==> src/rtl/video_fetch_port.sv <==
// Video read responder: each accepted 64-bit video read is serviced as four
// sequential 16-bit RAM reads (req/ack), assembled big-endian and presented
// atomically on data with a one-cycle data_valid pulse.
module video_fetch_port #(
  parameter int unsigned TIMEOUT = 64
) (
  input  logic        clk_32,
  input  logic        reset,
  input  logic [1:0]  bus_cycle,
  input  logic [22:0] vaddr,
  input  logic        read,
  output logic [63:0] data,
  output logic        data_valid,
  output logic        busy,
  output logic        overrun,
  output logic        timeout_err,
  output logic [22:0] ram_addr,
  output logic        ram_req,
  input  logic        ram_ack,
  input  logic [15:0] ram_din
);

  localparam int unsigned TW = $clog2(TIMEOUT);
  localparam logic [TW-1:0] TMO_LAST = TW'(TIMEOUT - 1);

  typedef enum logic [1:0] {IDLE, REQ, GAP, DONE} state_e;

  state_e            state_q, state_d;
  logic [1:0]        bc_prev_q, bc_prev_d;
  logic [22:0]       base_q, base_d;
  logic [1:0]        n_q, n_d;
  logic [TW-1:0]     tmo_q, tmo_d;
  logic [3:0][15:0]  slot_q, slot_d;
  logic [63:0]       data_q, data_d;
  logic              data_valid_q, data_valid_d;
  logic              overrun_q, overrun_d;
  logic              terr_q, terr_d;
  logic [22:0]       ram_addr_q, ram_addr_d;

  logic accept;
  logic word_done;

  // Next-state, word capture and output assembly
  always_comb begin
    state_d      = state_q;
    bc_prev_d    = bus_cycle;
    base_d       = base_q;
    n_d          = n_q;
    tmo_d        = tmo_q;
    slot_d       = slot_q;
    data_d       = data_q;
    data_valid_d = 1'b0;
    overrun_d    = overrun_q;
    terr_d       = terr_q;
    ram_addr_d   = ram_addr_q;
    word_done    = 1'b0;

    accept = read && (bus_cycle == 2'd0) && (bc_prev_q != 2'd0);

    if (accept && (state_q != IDLE)) begin
      overrun_d = 1'b1;
    end

    case (state_q)
      IDLE: begin
        if (accept) begin
          base_d     = vaddr & 23'h7FFFFC;
          ram_addr_d = vaddr & 23'h7FFFFC;
          n_d        = 2'd0;
          tmo_d      = '0;
          state_d    = REQ;
        end
      end
      REQ: begin
        // An ack on the timeout cycle wins: real data beats the filler.
        if (ram_ack) begin
          slot_d[n_q] = ram_din;
          word_done   = 1'b1;
        end else if (tmo_q == TMO_LAST) begin
          slot_d[n_q] = 16'hFFFF;
          terr_d      = 1'b1;
          word_done   = 1'b1;
        end else begin
          tmo_d = tmo_q + TW'(1);
        end
        if (word_done) begin
          state_d = (n_q == 2'd3) ? DONE : GAP;
        end
      end
      GAP: begin
        n_d        = n_q + 2'd1;
        ram_addr_d = base_q + {21'd0, n_q + 2'd1};
        tmo_d      = '0;
        state_d    = REQ;
      end
      DONE: begin
        data_d       = {slot_q[0], slot_q[1], slot_q[2], slot_q[3]};
        data_valid_d = 1'b1;
        state_d      = IDLE;
      end
      default: state_d = IDLE;
    endcase
  end

  // State and datapath registers with synchronous reset
  always_ff @(posedge clk_32) begin
    if (reset) begin
      state_q      <= IDLE;
      bc_prev_q    <= '0;
      base_q       <= '0;
      n_q          <= '0;
      tmo_q        <= '0;
      slot_q       <= '0;
      data_q       <= '0;
      data_valid_q <= 1'b0;
      overrun_q    <= 1'b0;
      terr_q       <= 1'b0;
      ram_addr_q   <= '0;
    end else begin
      state_q      <= state_d;
      bc_prev_q    <= bc_prev_d;
      base_q       <= base_d;
      n_q          <= n_d;
      tmo_q        <= tmo_d;
      slot_q       <= slot_d;
      data_q       <= data_d;
      data_valid_q <= data_valid_d;
      overrun_q    <= overrun_d;
      terr_q       <= terr_d;
      ram_addr_q   <= ram_addr_d;
    end
  end

  assign data        = data_q;
  assign data_valid  = data_valid_q;
  assign busy        = (state_q != IDLE);
  assign overrun     = overrun_q;
  assign timeout_err = terr_q;
  assign ram_addr    = ram_addr_q;
  assign ram_req     = (state_q == REQ);

endmodule

==> config.mk <==
export PLATFORM = sky130hd
export DESIGN_NAME = video_fetch_port
export DESIGN_NICKNAME = d
export VERILOG_FILES = /design/src/rtl/video_fetch_port.sv
export SDC_FILE = /design/constraint.sdc
export NUM_CORES = 1
export LEC_CHECK = 0
export ABC_AREA = 1
export CAP_MARGIN = 20
export CORE_MARGIN = 5
export CORE_UTILIZATION = 46
export DETAILED_ROUTE_END_ITERATION = 12
export PLACE_DENSITY_LB_ADDON = 0.05
export SLEW_MARGIN = 10
export SYNTH_ARGS = -nofsm -noshare
export SYNTH_HDL_FRONTEND = slang
export SYNTH_SLANG_ARGS = --single-unit
==> constraint.sdc <==
create_clock -name clk_32 -period 1.45 [get_ports clk_32]
set_input_delay 0.29 -clock clk_32 [delete_from_list [all_inputs] [get_ports clk_32]]
set_output_delay 0.29 -clock clk_32 [all_outputs]
set_load 0.02 [all_outputs]
==> impl_metrics.py <==
metrics = {
    "status": {
        "status": "finished with violations",
        "violations": "setup timing",
    },
    "yosys": {
        "syn-instance-count": 905,
        "synth_largest_area_cell": "dfxtp_1",
        "synth_cell_types": 25,
        "ys_seq_elements": 185,
        "synth_top_family_by_area": "compound AO/OA/AOI/OAI gates",
        "syn_nets": 955,
        "syn_area_per_cell_um2": 7.75,
        "synth_compound_gate_area_share": 0.200,
        "yosys-top-cells-area": "dfxtp_1 53%, a21oi_1 13%, nand2_1 10%, o21ai_0 4.7%, inv_1 4.4%",
        "syn_area_mm2": 0.00702,
        "synth.top_cell.area_share": 0.528,
        "yosys.area_share.simple": 0.178,
        "muxShareOfSynthArea": 0,
        "synthXorXnorAreaFrac": 0,
        "synthAdderAreaFrac": 0.00892,
        "ys_seq_area_frac": 0.528,
        "ys_warn_count": 0,
    },
    "finish": {
        "multi_input_area_mm2": 0.00330,
        "final_common_cell": "dfxtp_1",
        "area_delta_synth_final_pct": 47.8,
        "layout_common_cells": "178 x dfxtp_1, 148 x nand2_1, 130 x a21oi_1",
        "drive_gt1_frac": 0.233,
        "final_cells": 1281,
        "nNetsFinal": 1130,
        "antennaDiodeCount": 0,
        "nFillCells": 1295,
        "seq_area_mm2": 0.00371,
    },
    "routing": {
        "vias": 6639,
        "ant_nets": 0,
        "detail_route.drc_violations": 0,
        "drt_iter0_markers": 372,
        "post_drt_wl_per_cell_um": 15.8,
        "drtPass1Iterations": 7,
        "routed_wl_um": 20300,
        "via_per_inst": 5.18,
    },
    "floorplanning": {
        "start_util": 0.465,
        "dieArea_mm2": 0.0178,
        "die-height_um": 134,
        "die_w_um": 134,
        "core_mm2": 0.0151,
        "rows": 45,
        "ios": 137,
    },
    "power_and_ir_drop": {
        "power.leakage_nw": 4.33,
        "vdd_ir_drop_max_v": 0.000750,
        "pwr_density_cell_mw_per_mm2": 1020,
    },
    "sta": {
        "setup_violations": 54,
        "clock_skew_ps": 9.56,
        "hold_viol": 0,
        "relSlewSlack": 0.589,
        "hold_slack_ps": 256,
        "rsz0062_at_grt": "yes",
        "tightest_slew_ps": 616,
        "slew_violations": 0,
        "fin_crit_ps": 1580,
        "fin_ws_ps": -129,
        "fmax_mhz": 633,
        "period_share": 1.09,
    },
    "place": {
        "dp_slack_ps": -389,
        "port_buffers": 134,
        "dp_cells": 1226,
        "place.gp.congestion": 0.782,
        "dp_hpwl_um": 12200,
    },
    "worst_setup_path": {
        "reg2reg_to": "slot_q[20]$_SDFFE_PP0P_",
        "cpPeakStageDelay_ps": 370,
        "setup.worst_path.end": "ram_req",
        "slowest_stage": "dlygate4sd2_1",
        "r2r_slack_ps": -130,
        "crit_required_ps": 1160,
        "cp.buffers_inverters": 2,
        "rr_startpoint": "state_q[0]$_SDFFE_PP0P_",
        "startpoint_type": "register",
        "arrival_ps": 1290,
        "crit_start": "state_q[0]$_SDFFE_PP0P_",
        "crit_cells": 3,
        "crit_chain": "inv_2, nor2_4, dlygate4sd2_1",
        "setup.worst_path.end_class": "output pin",
        "critical_path_class": "reg2out",
        "reg2reg_depth": 11,
        "critPathMaxFanout": 3,
        "cpLargestDelayFamily": "buffers and inverters",
    },
    "grt": {
        "grt_pass1_vias": 6076,
        "gr-total-overflow": 0,
        "antenna_found_initial": 0,
        "grt_pass1_wl_um": 30800,
        "grt_usage": 0.213,
        "grt_start_max_net_pins": 85,
    },
    "cts": {
        "insertion_delay_ps": 430,
        "cts_sinks": 185,
        "path_clk_slew_ps": 60,
        "cts_root_buffer": "clkbuf_16",
        "numCtsBuffers": 17,
        "cts_max_level": 4,
        "clockBufferDepth": 2,
        "cts_tree": "yes",
    },
    "min_path": {
        "hp-class": "in2reg",
    },
    "job": {
        "cap_violations": 0,
    },
}
==> through the flow <==
step           setup TNS, ps  power [W]  area (um^2)   util
2_1_floorplan           -120    0.00573         7030      -
3_3_place_gp          -31890    0.00617         8910  0.590
3_5_place_dp          -33550    0.00617         8910  0.590
4_1_cts                -4730     0.0105        10000  0.664
5_1_grt                -7720     0.0109        10400  0.687
6_report               -4340     0.0105        10400  0.687
==> worst min-delay path by stage <==
stage               cells after the start  slack (ps)               startpoint                       to
floorplan                               2         400             bus_cycle[0]  bc_prev_q[0]$_SDFF_PP0_
global placement                        2         440  slot_q[24]$_SDFFE_PP0P_    data[40]$_SDFFE_PP0N_
detailed placement                      2         450  slot_q[46]$_SDFFE_PP0P_    data[30]$_SDFFE_PP0N_
CTS                                     3         240                    reset  state_q[1]$_SDFFE_PP0P_
global route                            3         250                    reset  state_q[1]$_SDFFE_PP0P_
finish                                  3         260                    reset  state_q[1]$_SDFFE_PP0P_
==> registers in the layout, summed over array words and instances, names as in the netlist <==
signal / flops
overrun: 1
data: 64
timeout_err: 1
bc_prev_q: 2
data_valid: 1
base_q: 21
state_q: 2
ram_addr: 22
tmo_q: 6
n_q: 1
slot_q: 64
==> cell usage after synthesis (all sizes together) <==
master / number
nand4: 2
buf: 27
nor3: 1
nor2: 47
o21ai: 67
a21boi: 21
nand3: 59
or2: 2
inv: 82
clkinv: 1
o21bai: 3
a21oi: 176
ha: 5
nand2: 192
dfxtp: 185
clkbuf: 35
==> cells by family (layout without fill, tap and decap cells) <==
kind of cell / after synthesis / count (layout)
adder cells (fa/ha/maj): 5 / 5
AND/OR/NAND/NOR: 303 / 304
AO/OA/AOI/OAI: 267 / 267
flip-flops: 185 / 185
buffers and inverters: 145 / 332
==> timing repair <==
item | 4_1_cts | 5_1_grt
hold buffers | 0 | 0
endpoints found under the setup margin | 153 | 138
resized for setup | 196 | 94
setup buffers | 14 | 4
gates cloned | 6 | 5
pin swaps | 11 | 13
==> layout make-up <==
type                       instances  share of cell area
inverter                          83              0.0309
timing repair buffer             217               0.219
sequential                       185               0.358
clock inverter                     9             0.00639
clock buffer                      23              0.0451
multi-input combinational        576               0.318
tap                              188              0.0227
==> routing by layer <==
layer	up-vias	track usage	wire [um]
met2	172	0.347	9640
li1	3294	-	-
met5	-	0	0
met1	3158	0.287	9360
met3	15	0.0491	1050
met4	0	0.0554	218
==> report_power, final <==
part	switching, W	leakage, nW	internal [W]
registers	0.0000434	1.50	0.00517
logic	0.000576	2.58	0.000475
clock network	0.00197	0.255	0.00230
==> worst min-delay path, cell delays in order <==
cell	delay, ps
buf_2	120
buf_4	170
nor2_1	50
No activity file was read; power rests on OpenSTA's default activity.
